<file path="src/rtl/ervp_memory_cell_nr1wc_if.sv">
// Bus bundle for ervp_memory_cell_nr1wc: one write port, NUM_RPORT read ports, clear/busy.
interface ervp_memory_cell_nr1wc_if #(
  parameter int WIDTH     = 32,
  parameter int BW_INDEX  = 4,
  parameter int NUM_RPORT = 2,
  parameter int BW_SELECT = 1
);
  logic [BW_INDEX-1:0]           windex;
  logic                          wenable;
  logic [BW_SELECT-1:0]          wpermit;
  logic [WIDTH-1:0]              wdata;
  logic [NUM_RPORT*BW_INDEX-1:0] rindex;
  logic [NUM_RPORT-1:0]          renable;
  logic [NUM_RPORT*WIDTH-1:0]    rdata_synch;
  logic [NUM_RPORT-1:0]          rvalid;
  logic                          clear;
  logic                          busy;

  modport master (
    output windex, wenable, wpermit, wdata, rindex, renable, clear,
    input  rdata_synch, rvalid, busy
  );
  modport slave (
    input  windex, wenable, wpermit, wdata, rindex, renable, clear,
    output rdata_synch, rvalid, busy
  );
endinterface

</file>
<file path="src/rtl/ervp_memory_cell_nr1wc.sv">
// Multi-read-port synchronous memory cell with write-first forwarding and a zeroing sweep.
// Define ERVP_MEMCELL_CLEAR_ON_RESET_EN to start the sweep automatically when reset releases.
module ervp_memory_cell_nr1wc_rport #(
  parameter int WIDTH        = 32,
  parameter int READ_LATENCY = 1
) (
  input  logic             clk,
  input  logic             rst,
  input  logic             ren,
  input  logic             in_range,
  input  logic             hit,
  input  logic [WIDTH-1:0] wbits,
  input  logic [WIDTH-1:0] wval,
  input  logic [WIDTH-1:0] old,
  output logic [WIDTH-1:0] rdata,
  output logic             rvalid
);
  logic [WIDTH-1:0]                    fwd;
  logic [READ_LATENCY:1]               vld_pipe;
  logic [READ_LATENCY:1][WIDTH-1:0]    data_pipe;

  always_comb begin
    fwd = '0;
    if (in_range) fwd = hit ? ((old & ~wbits) | (wval & wbits)) : old;
  end

  // data stages only advance with their valid bit, so outputs hold between results
  always_ff @(posedge clk) begin
    if (rst) begin
      vld_pipe  <= '0;
      data_pipe <= '0;
    end else begin
      vld_pipe[1] <= ren;
      if (ren) data_pipe[1] <= fwd;
      for (int i = 2; i <= READ_LATENCY; i++) begin
        vld_pipe[i] <= vld_pipe[i-1];
        if (vld_pipe[i-1]) data_pipe[i] <= data_pipe[i-1];
      end
    end
  end

  assign rdata  = data_pipe[READ_LATENCY];
  assign rvalid = vld_pipe[READ_LATENCY];
endmodule

module ervp_memory_cell_nr1wc #(
  parameter int DEPTH              = 16,
  parameter int WIDTH              = 32,
  parameter int BW_INDEX           = 4,
  parameter int NUM_RPORT          = 2,
  parameter int USE_SUBWORD_ENABLE = 0,
  parameter int BW_SUBWORD         = 8,
  parameter int READ_LATENCY       = 1
) (
  input logic                     clk,
  input logic                     rst,
  ervp_memory_cell_nr1wc_if.slave bus
);
  localparam int BW_SELECT = (USE_SUBWORD_ENABLE != 0) ? (WIDTH + BW_SUBWORD - 1) / BW_SUBWORD : 1;
  localparam int AW        = (DEPTH > 1) ? $clog2(DEPTH) : 1;
  localparam logic [BW_INDEX:0]   DEPTH_W  = (BW_INDEX+1)'(DEPTH);
  localparam logic [BW_INDEX-1:0] LAST_IDX = BW_INDEX'(DEPTH - 1);

  typedef enum logic {IDLE, CLEAR} state_t;
  state_t              state, state_nxt;
  logic [BW_INDEX-1:0] cnt, cnt_nxt;
  logic                pend_clr;

  always_ff @(posedge clk) begin
    if (rst) begin
      state <= IDLE;
      cnt   <= '0;
`ifdef ERVP_MEMCELL_CLEAR_ON_RESET_EN
      pend_clr <= 1'b1;
`else
      pend_clr <= 1'b0;
`endif
    end else begin
      state <= state_nxt;
      cnt   <= cnt_nxt;
      if (state_nxt == CLEAR) pend_clr <= 1'b0;
    end
  end

  always_comb begin
    state_nxt = state;
    cnt_nxt   = cnt;
    case (state)
      IDLE: if (bus.clear || pend_clr) begin
        state_nxt = CLEAR;
        cnt_nxt   = '0;
      end
      CLEAR: begin
        cnt_nxt = cnt + BW_INDEX'(1);
        if (cnt == LAST_IDX) begin
          state_nxt = IDLE;
          cnt_nxt   = '0;
        end
      end
      default: state_nxt = IDLE;
    endcase
  end

  // Effective write: the sweep owns the port while busy, external writes are dropped
  logic                 sweep, ext_we, we;
  logic [AW-1:0]        widx;
  logic [WIDTH-1:0]     ext_bits, wbits, wval;
  logic [BW_SELECT-1:0] permit;
  logic                 unused_permit;

  assign permit        = bus.wpermit;
  assign unused_permit = ^permit;

  for (genvar b = 0; b < WIDTH; b++) begin : g_wbits
    if (USE_SUBWORD_ENABLE != 0) begin : g_sub
      assign ext_bits[b] = permit[b / BW_SUBWORD];
    end else begin : g_full
      assign ext_bits[b] = 1'b1;
    end
  end

  assign sweep    = (state == CLEAR);
  assign bus.busy = sweep;
  assign ext_we   = bus.wenable && ({1'b0, bus.windex} < DEPTH_W);
  assign we       = sweep || ext_we;
  assign widx     = sweep ? cnt[AW-1:0] : bus.windex[AW-1:0];
  assign wbits    = sweep ? '1 : ext_bits;
  assign wval     = sweep ? '0 : bus.wdata;

  logic [WIDTH-1:0] mem [DEPTH];

  always_ff @(posedge clk) begin
    if (we) mem[widx] <= (mem[widx] & ~wbits) | (wval & wbits);
  end

  logic [NUM_RPORT-1:0][WIDTH-1:0] rdata;
  logic [NUM_RPORT-1:0]            rvalid;

  for (genvar p = 0; p < NUM_RPORT; p++) begin : g_rport
    logic [BW_INDEX-1:0] ridx;
    logic                in_range, hit;
    assign ridx     = bus.rindex[p*BW_INDEX +: BW_INDEX];
    assign in_range = ({1'b0, ridx} < DEPTH_W);
    assign hit      = we && (ridx[AW-1:0] == widx);

    ervp_memory_cell_nr1wc_rport #(
      .WIDTH        (WIDTH),
      .READ_LATENCY (READ_LATENCY)
    ) u_rport (
      .clk      (clk),
      .rst      (rst),
      .ren      (bus.renable[p]),
      .in_range (in_range),
      .hit      (hit),
      .wbits    (wbits),
      .wval     (wval),
      .old      (mem[ridx[AW-1:0]]),
      .rdata    (rdata[p]),
      .rvalid   (rvalid[p])
    );
  end

  assign bus.rdata_synch = rdata;
  assign bus.rvalid      = rvalid;
endmodule

</file>
<file path="src/flat_wrapper.sv">
// flat-port wrapper written by rule: the top's interface ports become plain ports
module ervp_memory_cell_nr1wc_flat 
#(
  parameter int DEPTH              = 16,
  parameter int WIDTH              = 32,
  parameter int BW_INDEX           = 4,
  parameter int NUM_RPORT          = 2,
  parameter int USE_SUBWORD_ENABLE = 0,
  parameter int BW_SUBWORD         = 8,
  parameter int READ_LATENCY       = 1
)
  (clk, rst, bus_windex, bus_wenable, bus_wpermit, bus_wdata, bus_rindex, bus_renable, bus_clear, bus_rdata_synch, bus_rvalid, bus_busy);
  ervp_memory_cell_nr1wc_if #(.WIDTH(WIDTH), .BW_INDEX(BW_INDEX), .NUM_RPORT(NUM_RPORT)) bus_i ();
  input logic clk;
  input logic rst;
  input wire logic [$bits(bus_i.windex)-1:0] bus_windex;
  input wire logic [$bits(bus_i.wenable)-1:0] bus_wenable;
  input wire logic [$bits(bus_i.wpermit)-1:0] bus_wpermit;
  input wire logic [$bits(bus_i.wdata)-1:0] bus_wdata;
  input wire logic [$bits(bus_i.rindex)-1:0] bus_rindex;
  input wire logic [$bits(bus_i.renable)-1:0] bus_renable;
  input wire logic [$bits(bus_i.clear)-1:0] bus_clear;
  output wire logic [$bits(bus_i.rdata_synch)-1:0] bus_rdata_synch;
  output wire logic [$bits(bus_i.rvalid)-1:0] bus_rvalid;
  output wire logic [$bits(bus_i.busy)-1:0] bus_busy;
  assign bus_i.windex = bus_windex;
  assign bus_i.wenable = bus_wenable;
  assign bus_i.wpermit = bus_wpermit;
  assign bus_i.wdata = bus_wdata;
  assign bus_i.rindex = bus_rindex;
  assign bus_i.renable = bus_renable;
  assign bus_i.clear = bus_clear;
  assign bus_rdata_synch = bus_i.rdata_synch;
  assign bus_rvalid = bus_i.rvalid;
  assign bus_busy = bus_i.busy;
  ervp_memory_cell_nr1wc #(.DEPTH(DEPTH), .WIDTH(WIDTH), .BW_INDEX(BW_INDEX), .NUM_RPORT(NUM_RPORT), .USE_SUBWORD_ENABLE(USE_SUBWORD_ENABLE), .BW_SUBWORD(BW_SUBWORD), .READ_LATENCY(READ_LATENCY)) u_core (.clk(clk), .rst(rst), .bus(bus_i));
endmodule
</file>
<file path="config.mk">
export PLATFORM = sky130hd
export DESIGN_NAME = ervp_memory_cell_nr1wc_flat
export DESIGN_NICKNAME = d
export VERILOG_FILES = /design/src/rtl/ervp_memory_cell_nr1wc_if.sv /design/src/rtl/ervp_memory_cell_nr1wc.sv /design/src/flat_wrapper.sv
export SDC_FILE = /design/constraint.sdc
export NUM_CORES = 1
export LEC_CHECK = 0
export CORE_ASPECT_RATIO = 1.4
export CORE_MARGIN = 2
export CORE_UTILIZATION = 55
export DETAILED_ROUTE_END_ITERATION = 8
export DONT_BUFFER_PORTS = 1
export GPL_TIMING_DRIVEN = 1
export PLACE_DENSITY = 0.7
export SLEW_MARGIN = 25
export SYNTH_ARGS = -nofsm -noshare
export SYNTH_HDL_FRONTEND = slang
export SYNTH_SLANG_ARGS = --single-unit
</file>
<file path="constraint.sdc">
create_clock -name clk -period 3.92 [get_ports clk]
set_input_delay 0.392 -clock clk [delete_from_list [all_inputs] [get_ports clk]]
set_output_delay 0.392 -clock clk [all_outputs]
set_load 0.005 [all_outputs]
</file>
# --- Word-level counts from Yosys, hierarchy flattened ---
# Memory sizes are Yosys's and may differ from the RTL's. A register that Yosys moved wholly into a read port is not among the register bits.
# Cells that the tools add are included.
word_totals:
  memories: 1
  out_inout_bits: 67
  ff_bits: 7
  inputBits: 51
  elab_cells: 20
  ramBits: 512
mem_list:
  columns: ["name", "words", "width", "read_ports", "rd_ports_with_merged_regs", "wr", "line_no", "rtl"]
  rows:
  - ["u_core.mem", 16, 32, 2, 2, 1, "ervp_memory_cell_nr1wc.sv:130", "logic [WIDTH-1:0] mem [DEPTH];"]
op_classes:
  n_bitwise: 1
  muxes: 10
  n_reduce_logical: 1
  eq_ne: 2
  addsub: 1
op_table:
  columns: ["op", "count"]
  rows:
  - ["32-bit two-way mux", 1]
  - ["4-bit two-way mux", 3]
  - ["4-bit case mux with 2 select lines", 1]
  - ["4-bit by 1-bit adder with 4-bit output (second input constant)", 1]
  - ["4-bit equality test (second input constant)", 1]
  - ["1-bit two-way mux", 4]
  - ["2-bit by 1-bit != test with 1-bit output (second input constant)", 1]
  - ["1-bit case mux with 2 select lines", 1]
  - ["1-bit logical OR", 1]
  - ["1-bit inverter", 1]

# --- Depth between registers and ports, before layout ---
logic_depth:
  ltp_word: 3
  depth_mapped: 8
  ltp_nobuf: 6

# --- By module ---
# From an unflattened synthesis, not the netlist that was laid out.
hier_totals:
  hier_cells: 1523
  hier_area_um2: 26733.1
by_module_without_submodules:
  columns: ["mod", "area_each_um2", "instances", "cells_each", "seq_area_each_um2"]
  rows:
  - ["ervp_memory_cell_nr1wc", 23602.6, 1, 1177, 15474.8]
  - ["ervp_memory_cell_nr1wc_rport", 1565.3, 2, 173, 660.6]

# --- Worst setup path before layout ---
# OpenSTA, ideal clock, no wires.
synth_path:
  kind: "register to register"
  from: "register u_core.state, in the netlist u_core.bus.busy"
  to: "memory u_core.mem[0][0], enable pin"
  path_slack_ns: 0.808
  stages_incl_launch_ff: 6
  required_ns: 3.499
  n_path_buf: 3
  period_less_slack_ns: 3.112
  setup_ns: 0.421
  arrival_time_ns: 2.691
  path_cell_list: "dfxtp_1 -> buf_6 -> clkbuf_1 -> buf_1 -> a22oi_1 -> nor2_1"
synth_between:
  elab_chain_len: 3
  word_cells_on_any_way: 4
  classes_between: "mux: 3; reduce/logical: 1"
synth_rtl:
  columns: ["item", "line_no", "rtl"]
  rows:
  - ["start: declaration", "ervp_memory_cell_nr1wc.sv:65", "state_t state, state_nxt;"]
  - ["start signal: assignment", "ervp_memory_cell_nr1wc.sv:79", "state <= state_nxt;"]
  - ["1-bit logical OR", "ervp_memory_cell_nr1wc.sv:125", "assign we = sweep || ext_we;"]
  - ["1-bit two-way mux", "ervp_memory_cell_nr1wc.sv:133", "if (we) mem[widx] <= (mem[widx] & ~wbits) | (wval & wbits);"]
  - ["1-bit two-way mux (not written as such)", "ervp_memory_cell_nr1wc.sv:133", null]
  - ["end: declaration", "ervp_memory_cell_nr1wc.sv:130", null]
# Several ways; a longest one is shown, not always the timed one.

# --- Worst setup path after layout ---
layout_path:
  from: "register u_core.state, in the netlist u_core.bus.busy"
  to: "memory u_core.mem[2][15], enable pin"
# Same word-level chain as after synthesis.

==> summary.md <==
| Metric | Value |
|---|---|
| CP arrival | 2830 ps |
| Setup_tns | 0 ps |
| Pwr Density | 459 nW/um^2 |
| Cell count after synthesis | 1438 |
| CP max-delay cell | dfxtp_4 |
| Max Clock Freq | 390 MHz |
| Clock Latency Late Sink | 590 ps |
| Die W | 188 um |
| Final Skew | 14.4 ps |
| GRT Total Usage | 0.286 |
| Pre-Repair DR Iteration Count | 5 |
| Number of flops mapped to enable cells by yosys | 512 |
| Root Driver | clkbuf_16 |
| Final Hold Viols | 0 |
| Die Area | 49200 um^2 |
| Max stage delay on crit path | 650 ps |
| Synth top area share | 0.590 |
| Final HPWL DP | 36.6 mm |
| Layout cells sized above 1 | 0.279 |
| CTS Buffer Depth | 3 |
| DRC violations left | 0 |
| Unrepaired setup endpoints after global routing | false |
| I/O Pins | 118 |
| Switch share | 0.218 |
| Crit-path max FO | 39 |
| Reg clk slew, reported paths | 60 ps |
| Rel. slew slack | 0.313 |
| Clk pwr share | 0.391 |
| GRT overflow | 0 |
| Vias in the first global route | 15600 |
| Clock sinks | 583 |
| Crit Path Class | flop to flop |
| Die Height | 262 um |
| Placer congestion estimate | 0.765 |
| CP Cell Sequence | mux2i_4, or2b_1, nor2_4, buf_12 |
| VDD IR max | 501 uV |
| Synthesized area per cell | 18.1 um^2 |
| Netlist cell types | 39 |
| Worst-margin pin slew | 1030 ps |
| Power Internal | 10.3 mW |
| Final setup violating endpoints | 0 |
| DR vias/cell | 7.13 |
| Ys async rst share | 0 |
| Final min period | 2560 ps |
| Max Cap Viol | 0 |
| Total CTS buffers | 53 |
| Crit path required time | 4190 ps |
| Leak | 9.12 nW |
| Top cells by area, synth | edfxtp_1, mux4_2, dfxtp_1 |
| Dpl ws | 1340 ps |
| Reg power frac | 0.534 |
| Largest net degree at the start of global routing | 131 |
| Logic pwr share | 0.074 |
| Via count | 14900 |
| R2r setup slk | 1360 ps |
| Fillers | 3272 |
| Sequential fraction of the synthesis area | 0.644 |
| Initial Util | 0.555 |
| Status | finished, final reports clean |
| Yosys reg bits | 583 |
| YS warnings | 0 |
| Nets | 1470 |
| Tcrit/Tclk final | 0.654 |
| Critical path capture point type | flop |
| Routed WL per cell | 33.2 um |
| Count leader, synth | edfxtp_1 |
| Power after layout | 13.2 mW |
| Number of buffers added on ports | 0 |
| Syn nets | 1490 |
| First-pass GRT wire length | 101 mm |
| Row count | 94 |
| Psw | 2.88 mW |
| Detailed Route Iter0 Violations | 1590 |
| Post-route setup slack | 1360 ps |
| Max-slew violations | 0 |
| Total wire length | 69.2 mm |
| Core box area | 46900 um^2 |
| Routed Antenna Nets | 0 |
| Worst Setup Start Kind | flop |
| CTS tree | done |
| H-tree depth | 2 |
| Most frequent cells after synthesis | edfxtp_1, mux4_2, a22oi_1, clkbuf_1, dfxtp_1 |
| Area delta synth->final | 10.5% |
| Post-synth top area cell | edfxtp_1 |
| Primary FF master, synth | edfxtp_1 |
| Netlist Area Pre-Place | 26100 um^2 |
| Hold crit path type | primary input to flop |
| Initial antenna violation count | 0 |
| Hold WS | 17.3 ps |
## metrics by stage
step | util | instance area (um^2) | instances
3_3_place_gp | 0.573 | 26900 | 1972
4_1_cts | 0.613 | 28800 | 2085
6_report | 0.614 | 28800 | 2086
3_5_place_dp | 0.574 | 26900 | 1973
2_1_floorplan | - | 26100 | 1438
5_1_grt | 0.613 | 28800 | 2085
## what timing repair did
item	CTS	global route
hold buffers	14	0
setup endpoints to repair	0	0
resized for setup	0	0
endpoints found under the hold margin	19	0
setup buffers	0	0
## worst paths after layout
| check | depth (start not counted) | end | startpoint |
|---|---|---|---|
| max reg2reg | 4 | u_core.mem[2][15]$_DFFE_PP_ | u_core.bus.busy$_SDFF_PP0_ |
| max | 4 | u_core.mem[2][15]$_DFFE_PP_ | u_core.bus.busy$_SDFF_PP0_ |
| min | 2 | u_core.g_rport[1].u_rport.rdata[26]$_SDFFE_PP0P_ | bus_wdata[26] |
| min reg2reg | 2 | u_core.g_rport[1].u_rport.rdata[18]$_SDFFE_PP0P_ | u_core.g_rport[1].u_rport.rdata[18]$_SDFFE_PP0P_ |
## layer usage
| metal | global-route usage | vias up | share of wire |
|---|---|---|---|
| li1 | - | 6035 | - |
| met1 | 0.359 | 7813 | 0.36 |
| met2 | 0.504 | 830 | 0.52 |
| met3 | 0.0438 | 187 | 0.082 |
| met4 | 0.119 | 0 | 0.042 |
| met5 | 0 | - | 0 |
## worst max-delay path: cells and delay by family (launching register included)
kind,cells,cell delay (ps)
simple gates,2,850
buf+inv,1,310
flops,1,650
mux,1,410
## sequential cells by signal (all words and copies together), names as in the netlist
| name | cells |
|---|---|
| u_core.g_rport.u_rport.rdata | 64 |
| u_core.g_rport.u_rport.rvalid | 2 |
| u_core.bus.busy | 1 |
| u_core.mem | 512 |
| u_core.cnt | 4 |
## cell families after synthesis
| kind of cell | share of synthesized area |
|---|---|
| buffers and inverters | 0.0253 |
| AOI/OAI and AO/OA | 0.0705 |
| adders and majority gates | 0.000480 |
| and+or+nand+nor | 0.0318 |
| muxes | 0.224 |
| DFF | 0.644 |
| xor gates and xnor gates | 0.00370 |
## power groups by stage
stage	Combinational (mW)	Clock, mW	Sequential (mW)
2_1_floorplan	0.792	0	7.14
3_3_place_gp	0.941	0	7.17
3_5_place_dp	0.963	0	7.19
4_1_cts	0.978	5.22	7.05
5_1_grt	1.04	5.43	7.07
6_report	0.983	5.17	7.05
## area by class of cell
class | count | area, um^2 | share of cell area
repair buffers | 50 | 561 | 0.0195
inverters | 31 | 116 | 0.00404
multi-input cells | 699 | 8810 | 0.306
diodes | 1 | 2.50 | 0.0000869
clock inverters | 28 | 274 | 0.00952
flip-flops and latches | 583 | 16800 | 0.584
well taps | 624 | 781 | 0.0271
clock buffers | 70 | 1440 | 0.0501
## cell usage in the layout, fill, tap and decap left out, types with 2 or more instances in the layout
master and count:
nor3b_1 2, xnor2_1 11, a31oi_1 2, edfxtp_1 512
a221o_1 32, a21oi_1 37, nand3_1 39, a22oi_1 131
inv_1 31, nand2_1 67, nor2b_4 5, mux2i_4 2
buf_4 24, dfxtp_1 70, nor2b_1 4, mux4_2 256
nor2b_2 2, nor2_2 3, and2_2 2, bufinv_16 5
nor2_4 20, nor2_1 34, mux2i_1 2, o311ai_1 30
buf_12 12, dlygate4sd3_1 14, clkinvlp_4 3, clkbuf_1 13
clkinv_2 9, clkbuf_16 54, clkbuf_8 3, clkinv_1 9
Note: power is estimated with default switching activity, not from simulation.
